==> config.mk <==
export PLATFORM = sky130hd
export DESIGN_NAME = uart_tx_fifo
export DESIGN_NICKNAME = d
export VERILOG_FILES = /design/src/rtl/uart_tx_fifo.sv
export SDC_FILE = /design/constraint.sdc
export NUM_CORES = 1
export LEC_CHECK = 0
export BUFFER_PORTS_ARGS = -buffer_cell sky130_fd_sc_hd__buf_2
export CORE_MARGIN = 2
export CORE_UTILIZATION = 62
export DETAILED_ROUTE_END_ITERATION = 6
export PLACE_DENSITY = 0.77
export REMOVE_ABC_BUFFERS = 1
export SYNTH_ARGS = -nofsm -noshare
export SYNTH_HDL_FRONTEND = slang
export SYNTH_SLANG_ARGS = --single-unit
==> constraint.sdc <==
create_clock -name clk -period 3.8 [get_ports clk]
set_clock_uncertainty 0.05 [all_clocks]
set_input_delay 0.76 -clock clk [delete_from_list [all_inputs] [get_ports clk]]
set_output_delay 0.76 -clock clk [all_outputs]
set_load 0.1 [all_outputs]
==> src/rtl/uart_tx_fifo.sv <==
// uart_tx_fifo
//   UART transmitter with a push-side FIFO. Upstream pushes words with a
//   valid/ready handshake; the FSM pops them and serialises each as
//   start bit, DATA_BITS data bits (LSB first), optional parity bit, and
//   STOP_BITS stop bits. Every bit lasts BAUD_DIV = CLK_FREQ / BAUD_RATE cycles.
//
// Ports
//   clk         system clock
//   rst_n       synchronous active-low reset
//   tx_valid    upstream word on tx_data is valid
//   tx_data     word to send, sampled only when it is pushed
//   tx_ready    FIFO can accept a word (occupancy below FIFO_DEPTH)
//   tx          serial line, idle high, registered
//   tx_busy     FIFO non-empty or a frame is in flight
//   tx_done     one-cycle pulse during the final cycle of each frame's last stop bit
//   fifo_count  current FIFO occupancy
module uart_tx_fifo #(
    parameter int CLK_FREQ   = 50_000_000,
    parameter int BAUD_RATE  = 115200,
    parameter int DATA_BITS  = 8,
    parameter int PARITY     = 0,
    parameter int STOP_BITS  = 1,
    parameter int FIFO_DEPTH = 16
) (
    input  logic                        clk,
    input  logic                        rst_n,
    input  logic                        tx_valid,
    input  logic [DATA_BITS-1:0]        tx_data,
    output logic                        tx_ready,
    output logic                        tx,
    output logic                        tx_busy,
    output logic                        tx_done,
    output logic [$clog2(FIFO_DEPTH):0] fifo_count
);

    localparam int BAUD_DIV = CLK_FREQ / BAUD_RATE;
    localparam int PTR_W    = $clog2(FIFO_DEPTH);
    localparam int CNT_W    = $clog2(BAUD_DIV);
    localparam int BIT_W    = $clog2(DATA_BITS);
    localparam logic [PTR_W:0] FULL = (PTR_W + 1)'(FIFO_DEPTH);

    typedef enum logic [2:0] {
        IDLE,
        START,
        DATA,
        PAR,
        STOP
    } state_t;

    state_t               state;
    logic [DATA_BITS-1:0] mem [FIFO_DEPTH];
    logic [PTR_W-1:0]     wr_ptr;
    logic [PTR_W-1:0]     rd_ptr;
    logic [DATA_BITS-1:0] head;
    logic [DATA_BITS-1:0] shreg;
    logic [CNT_W-1:0]     baud_cnt;
    logic [BIT_W-1:0]     bit_idx;
    logic                 par_bit;
    logic                 baud_term;
    logic                 last_stop;
    logic                 push;
    logic                 pop;

    function automatic logic parity_of(input logic [DATA_BITS-1:0] d);
        return (PARITY == 1) ? ~(^d) : (^d);
    endfunction

    assign tx_ready  = (fifo_count != FULL);
    assign push      = tx_valid && tx_ready;
    assign head      = mem[rd_ptr];
    assign baud_term = (baud_cnt == CNT_W'(BAUD_DIV - 1));
    assign last_stop = (bit_idx == BIT_W'(STOP_BITS - 1));

    // Pop from IDLE, or at the last stop-bit terminal so frames run back-to-back.
    always_comb begin
        pop = 1'b0;
        if (fifo_count != '0)
            pop = (state == IDLE) || ((state == STOP) && baud_term && last_stop);
    end

    always_ff @(posedge clk) begin
        if (push)
            mem[wr_ptr] <= tx_data;
    end

    always_ff @(posedge clk) begin
        if (!rst_n) begin
            wr_ptr     <= '0;
            rd_ptr     <= '0;
            fifo_count <= '0;
        end else begin
            if (push)
                wr_ptr <= wr_ptr + 1'b1;
            if (pop)
                rd_ptr <= rd_ptr + 1'b1;
            if (push && !pop)
                fifo_count <= fifo_count + 1'b1;
            else if (pop && !push)
                fifo_count <= fifo_count - 1'b1;
        end
    end

    // Line outputs are registered from the state held before each edge, so
    // the pin trails the FSM by one cycle and every bit keeps a full BAUD_DIV.
    always_ff @(posedge clk) begin
        if (!rst_n) begin
            state    <= IDLE;
            baud_cnt <= '0;
            bit_idx  <= '0;
            shreg    <= '0;
            par_bit  <= 1'b0;
            tx       <= 1'b1;
            tx_busy  <= 1'b0;
            tx_done  <= 1'b0;
        end else begin
            tx_done <= 1'b0;
            tx_busy <= (state != IDLE) || (fifo_count != '0);
            if (state != IDLE)
                baud_cnt <= baud_term ? '0 : baud_cnt + 1'b1;

            case (state)
                IDLE: begin
                    tx <= 1'b1;
                    if (pop) begin
                        shreg    <= head;
                        par_bit  <= parity_of(head);
                        baud_cnt <= '0;
                        state    <= START;
                    end
                end
                START: begin
                    tx <= 1'b0;
                    if (baud_term) begin
                        bit_idx <= '0;
                        state   <= DATA;
                    end
                end
                DATA: begin
                    tx <= shreg[0];
                    if (baud_term) begin
                        shreg   <= {1'b0, shreg[DATA_BITS-1:1]};
                        bit_idx <= bit_idx + 1'b1;
                        if (bit_idx == BIT_W'(DATA_BITS - 1)) begin
                            bit_idx <= '0;
                            state   <= (PARITY != 0) ? PAR : STOP;
                        end
                    end
                end
                PAR: begin
                    tx <= par_bit;
                    if (baud_term)
                        state <= STOP;
                end
                STOP: begin
                    tx <= 1'b1;
                    if (baud_term) begin
                        bit_idx <= bit_idx + 1'b1;
                        if (last_stop) begin
                            tx_done <= 1'b1;
                            bit_idx <= '0;
                            if (pop) begin
                                shreg   <= head;
                                par_bit <= parity_of(head);
                                state   <= START;
                            end else begin
                                state <= IDLE;
                            end
                        end
                    end
                end
                default: begin
                    tx    <= 1'b1;
                    state <= IDLE;
                end
            endcase
        end
    end

endmodule

# ---- Word-level counts from Yosys, hierarchy flattened
# Memories as Yosys holds them, arrays and structs flattened. A register that Yosys moved wholly into a read port is not among the register bits.
# Index checks and enable logic that the tools add are counted.
dict set report totals {
  reg_bits 40
  ramBits 128
  input_bits 11
  wordCells 92
  n_memories 1
}
# memory depth word_bits rd rd_ports_with_merged_regs write_ports line_no
set mem_list {}
lappend mem_list {mem 16 8 1 1 1 51} ;# logic [DATA_BITS-1:0] mem [FIFO_DEPTH];
dict set report op_classes {
  n_addsub 6
  n_eq_ne 14
  muxes 37
  n_reduce_logical 23
}
# operator n
set ops {}
lappend ops {{3-bit two-way mux} 12}
lappend ops {{9-bit two-way mux} 4}
lappend ops {{8-bit two-way mux} 4}
lappend ops {{8-bit case mux with 3 select lines} 1}
lappend ops {{3-bit case mux with 5 select lines} 1}
lappend ops {{2-bit inequality test, second input constant} 7}
lappend ops {{5-bit two-way mux} 2}
lappend ops {{9-bit by 1-bit adder with 9-bit output, second input constant} 1}
lappend ops {{9-bit equality test, second input constant} 1}
lappend ops {{3-bit case mux with 3 select lines} 1}
lappend ops {{3-bit nonzero test} 3}
lappend ops {{4-bit by 1-bit adder with 4-bit output, second input constant} 2}
lappend ops {{1-bit two-way mux} 8}
lappend ops {{4-bit two-way mux} 2}
lappend ops {{4-bit AND reduction} 2}
lappend ops {{8-bit XOR reduction} 1}
lappend ops {{7-bit AND reduction} 1}
lappend ops {{3-bit by 2-bit equality test with 1-bit output, second input constant} 2}
lappend ops {{3-bit equality test, second input constant} 2}
lappend ops {{3-bit logical NOT} 2}
lappend ops {{3-bit AND reduction} 2}
lappend ops {{5-bit by 1-bit adder with 5-bit output, second input constant} 1}
lappend ops {{1-bit logical AND} 5}
lappend ops {{5-bit inequality test, second input constant} 1}
lappend ops {{9 further kinds} 12}

# ---- Logic depth before layout (Yosys ltp)
dict set report depth {
  depth_word 9
  mapped_depth 16
  mapped_depth_nobuf 15
}

# ---- Least setup slack after synthesis
# Ideal clock, no wire load.
dict set report synth_timing {
  kind {register -> register}
  startpoint {register fifo_count[4]}
  endpoint {register fifo_count[4]}
  arrival_time_ns 4.176
  required_time_ns 3.674
  slack_ns -0.502
  stages_incl_launch_ff 12
  synth_period_minus_slack_ns 4.302
  path_cell_list {dfxtp_1 > nand3_1 > and2_1 > clkbuf_1 > ha_1 > inv_1 > ha_1 > a21o_1 > a21oi_1 > xnor2_1 > or3_1 > a21boi_0}
}
dict set report synth_via {
  elab_chain_len 5
  elab_cells_between_ends 13
}
# element line_no
set synth_lines {}
lappend synth_lines {{from (decl)} 33} ;# output logic [$clog2(FIFO_DEPTH):0] fifo_count
lappend synth_lines {{from (signal assigned)} 97} ;# fifo_count <= fifo_count + 1'b1;
lappend synth_lines {{from (signal assigned)} 99} ;# fifo_count <= fifo_count - 1'b1;
lappend synth_lines {{5-bit inequality test *} 68} ;# assign tx_ready = (fifo_count != FULL);
lappend synth_lines {{named net tx_ready} 29} ;# output logic tx_ready,
lappend synth_lines {{1-bit logical AND *} 69} ;# assign push = tx_valid && tx_ready;
lappend synth_lines {{named net push} 61} ;# logic push;
lappend synth_lines {{1-bit logical NOT} 98} ;# else if (pop && !push)
lappend synth_lines {{1-bit logical AND} 98}
lappend synth_lines {{2-bit nonzero test (no source line)} -}
# Mark *: on every way through the listed nets, which the timed path passes. The rest lies on a longest branch. The select of a mux whose other input is x is not followed.
# A chain may end at the register's enable or synchronous reset.

# ---- Worst setup path in the final report
dict set report layout_timing {
  startpoint {register baud_cnt[0]}
  endpoint {register fifo_count[4]}
}
dict set report layout_via {
  elab_chain_len 8
  elab_cells_between_ends 10
}
# element line_no
set layout_lines {}
lappend layout_lines {{from (decl)} 56} ;# logic [CNT_W-1:0] baud_cnt;
lappend layout_lines {{from (signal assigned)} 119} ;# baud_cnt <= baud_term ? '0 : baud_cnt + 1'b1;
lappend layout_lines {{9-bit equality test *} 71} ;# assign baud_term = (baud_cnt == CNT_W'(BAUD_DIV - 1));
lappend layout_lines {{1-bit logical AND * (2 in a row)} 78} ;# pop = (state == IDLE) || ((state == STOP) && baud_term && last_stop);
lappend layout_lines {{1-bit logical OR *} 78}
lappend layout_lines {{1-bit two-way mux *} 77} ;# if (fifo_count != '0)
lappend layout_lines {{1-bit logical NOT} 96} ;# if (push && !pop)
lappend layout_lines {{1-bit logical AND} 96}
lappend layout_lines {{5-bit two-way mux or 2-bit nonzero test (tied branches)} -}
# Every way passes the cells marked *; elsewhere a longest branch is shown, timed or not.

==> results.txt <==
The number of pins exceeding their max-slew limit in the final report was 0. The number of global-route vias before repair came out at 4072. In this run the post-CTS setup repair buffer count came out at 0.

The first detailed-routing pass ran for 5 iterations. The critical path goes through ha_1 > nand4_1 > nor4_1 > nand2_1 > a21oi_2 > inv_1 > ha_1 > inv_1 > ha_1 > a21o_1 > a21oi_1 > xnor2_1 > or3_1 > a21boi_0. The highest ir drop seen on vdd is 680.7 uV. Among the stages of the critical path, the cell type that occurs most often is ha_1. The setup violation total in the final timing report came out at 0. The slew of the pin with the lowest slew margin is 0.8331 ns. The clock-pin slew on the worst setup and hold paths came out at about 0.060 ns. The area growth from synthesis to final layout came out at 10.48%. In the routed design, unresolved DRC markers number 0. In the final layout, the share of cells above drive strength 1 is 16.31%. The maximum level of the CTS H-tree came out at 4.

The launch point of the worst reg-to-reg path is baud_cnt[0]. The detailed-route wire length per cell came out at 20.27 um. The flow ran to the end, and the final reports show no timing, DRC or antenna violations. The share of the clock period used by the worst path is 90.14%. The number of clock sinks seen by CTS came out at approximately 170.

The number of buffers and inverters on the critical path is 2. The final hold violation count came to 0. The worst setup path is captured at a register.

The antenna diode count is 0. The maximum clock insertion buffer count is 2. Synthesis instantiated 49 different standard cells from the library.

The slowest cell on the critical path is nor4_1. The initial cell density of the core came out at 63.68%. The maximum number of pins on one net before global-route repair is between 40 and 50. In this run, CTS created clock tree buffers numbering 17.

The endpoint identified for the worst register-to-register timing path is fifo_count[4]. The critical path in this run is classified as register to register. The total power divided by cell area came out at between 600 and 700 nW/um^2.

In this run the core area contains 39 standard-cell rows. Power comes to around 5.4 mW. For this run, the register share of the synthesized area comes to 64.98%.

Setup repair after global routing left no endpoint under its margin. The total overflow left after global routing is 0. Measured in cells, the most critical reg-to-reg path has a length of 14. The all-layer global routing usage is 22.95%.

The core region is 11420 um^2. The detailed router finished its first iteration with between 400 and 500 violations. The initial antenna violation count came out at 0.

The final design area excluding fillers is 8033 um^2. The mean number of vias per cell is ~6.0. The layout net count came out at 529.

In this run the clock root is driven by a clkbuf_16. The cell area after technology mapping is 7271 um^2. The static leakage power came out at between 2 and 3 nW.

The die height came out at ~110 um. The clock latency of the later-clocked register in the worst-skew pair is between 0.4 and 0.5 ns. Summing all placed instances gives a cell area of 7445 um^2.

The HPWL after detailed placement is around 8500 um. In this run the worst setup path begins at baud_cnt[0]. The least setup slack across all paths after layout is 0.3748 ns. The utilization after layout is 70.35%.

The total routed wirelength came out at 13340 um. The count of input and output buffers came out at 19. The filler cells instantiated in the layout total 729.

The worst pin sits at a relative slew slack of 44.25%. The required time at the endpoint of the critical path came out at 4.09 ns. The worst-case hold slack is 0.4355 ns. The number of max-capacitance violations reported came out at 0. The path type of the worst min-delay path is register to register. The detail route stage leaves a number of antenna-violating nets equal to 0. The worst setup slack before clock tree synthesis is 0.5057 ns.

The clock period could shrink to 3.425 ns. The first-pass GRT wire length is ~21000 um. The number of warning messages in the yosys log is 0.

The width of the die came out at 112.3 um. The number of instances in the synthesized netlist is about 480. The count of pins on the block boundary came out at 20. The setup slack of the most critical reg-to-reg path came out at 0.37 ns. The worst hold path passes through 2 cells. The total vias in the final route is 3959. The final estimated routing congestion in global placement is 0.8068. The die covers 12610 um^2. The total stage count of the critical path came out at 14. Derived from the worst setup path, the maximum achievable clock frequency is 0.2920 GHz. TritonCTS built the clock tree. After clock tree synthesis, the repair step resized 0 gates. The largest single stage delay on the critical path is 0.39 ns. In this run the worst setup path terminates at fifo_count[4]. The flop and latch count out of synthesis came out at 172.

The number of hold buffers added after CTS was 0. The largest fanout on the critical path is 8. The arrival time of the worst setup path is 3.71 ns.

The critical path's top delay family is simple AND/OR/NAND/NOR gates. The worst setup path is launched from a register. Dividing the synthesized area by the synthesized cell count gives ~15 um^2.
-- cells in the final DEF, fill, tap and decap left out, types with 4 or more instances in the layout --
cell type,netlist,final
nor2b_1,15,15
a22oi_1,17,17
edfxtp_1,128,128
mux4_2,22,22
o21ai_0,21,21
nor3b_1,8,8
nor2_1,22,22
clkbuf_16,0,17
nand3_1,4,4
a21oi_1,13,13
nand2_1,33,33
and2_1,23,23
ha_1,15,15
mux4_1,10,10
dfxtp_1,44,43
inv_1,11,11
buf_4,2,6
buf_2,4,19
nor3_1,6,6
mux2i_1,9,9
and3_1,5,5
xnor2_1,17,17
a21boi_0,5,5
inv_6,0,4
-- where the power goes --
part | switching, mW | total (mW) | internal, mW
Clock | 0.736 | 1.72 | 0.983
Combinational | 0.863 | 1.47 | 0.607
Sequential | 0.108 | 2.26 | 2.15
Total | 1.71 | 5.45 | 3.74
-- cell usage after synthesis (all sizes together) --
| cell | instances | area [um^2] |
|---|---|---|
| nor3 | 6 | 30.03 |
| mux2i | 9 | 90.09 |
| o21a | 1 | 7.510 |
| a21o | 2 | 15.01 |
| nand2b | 3 | 18.77 |
| inv | 11 | 41.29 |
| nor2 | 22 | 82.58 |
| clkdlybuf4s25 | 3 | 30.03 |
| o2111ai | 2 | 17.52 |
| or4 | 2 | 15.01 |
| a21boi | 5 | 37.54 |
| dfxtp | 44 | 880.8 |
| o221a | 1 | 11.26 |
| or3 | 1 | 6.260 |
| nor4 | 1 | 6.260 |
| and3 | 5 | 31.28 |
| mux4 | 32 | 758.2 |
| fa | 1 | 20.02 |
| o22ai | 1 | 6.260 |
| nor3b | 8 | 60.06 |
| buf | 10 | 81.32 |
| xnor2 | 17 | 148.9 |
| nand3 | 4 | 20.02 |
| o22a | 1 | 10.01 |
| o211ai | 1 | 7.510 |
| clkbuf | 12 | 55.05 |
| o31a | 1 | 8.760 |
| or2 | 1 | 6.260 |
| and2 | 23 | 143.9 |
| and2b | 1 | 7.510 |
| a21oi | 14 | 73.82 |
| or4b | 1 | 10.01 |
| nand4 | 3 | 18.77 |
| nand2 | 33 | 123.9 |
| xor2 | 2 | 17.52 |
| edfxtp | 128 | 3844 |
| o21ai | 22 | 110.1 |
| nor2b | 15 | 93.84 |
| a22o | 1 | 8.760 |
| a22oi | 17 | 127.6 |
| ha | 15 | 187.7 |
-- metal layers --
metal | vias to the layer above | track usage, % | wire length [um]
li1 | 1862 | - | -
met1 | 1966 | 30.43 | 5561
met2 | 119 | 38.35 | 6903
met3 | 12 | 6.156 | 727
met4 | 0 | 5.935 | 148
met5 | - | 0 | 0
-- final cells by class --
| class | count | area, um^2 | share of cell area, % |
|---|---|---|---|
| multi-input cells | 274 | 2338 | 29.11 |
| repair buffers | 26 | 160.2 | 1.994 |
| clock inverters | 14 | 158.9 | 1.978 |
| well taps | 143 | 178.9 | 2.227 |
| inverters | 11 | 41.29 | 0.5140 |
| flip-flops and latches | 172 | 4726 | 58.83 |
| clock buffers | 18 | 429.2 | 5.343 |
-- worst min-delay path, cell delays in order, from the launching register on --
cell      delay [ns]
dfxtp_1         0.32
nand2_1         0.05
a21boi_0        0.06
-- flip-flops by register name (all words and copies together) (netlist names), 3 cells and up, named ones only --
name and count:
wr_ptr 4, fifo_count 5, state 3, shreg 8, rd_ptr 4, bit_idx 3, baud_cnt 9, mem 128
-- worst min path at each step --
stage | from | slack, ns | endpoint
after CTS | bit_idx[2] | 0.44 | bit_idx[2]
final | bit_idx[2] | 0.44 | bit_idx[2]
after global placement | bit_idx[2] | 0.42 | bit_idx[2]
after global routing | bit_idx[2] | 0.48 | bit_idx[2]
after floorplan | bit_idx[2] | 0.41 | bit_idx[2]
after detailed placement | bit_idx[2] | 0.44 | bit_idx[2]
-- through the flow --
stage               instances  setup TNS (ns)
floorplan                 457         -0.6155
global placement          626               0
detailed placement        626               0
CTS                       658               0
global route              658               0
finish                    658               0
-- logic make-up after synthesis --
family	after synthesis	synth area share [%]
compound gates	69	6.075
fa+ha+maj	16	2.857
buf+inv	36	2.857
mux	41	11.67
simple gates	129	9.276
flops	172	64.98
xor+xnor	19	2.289
(Power assumes the default switching activity.)
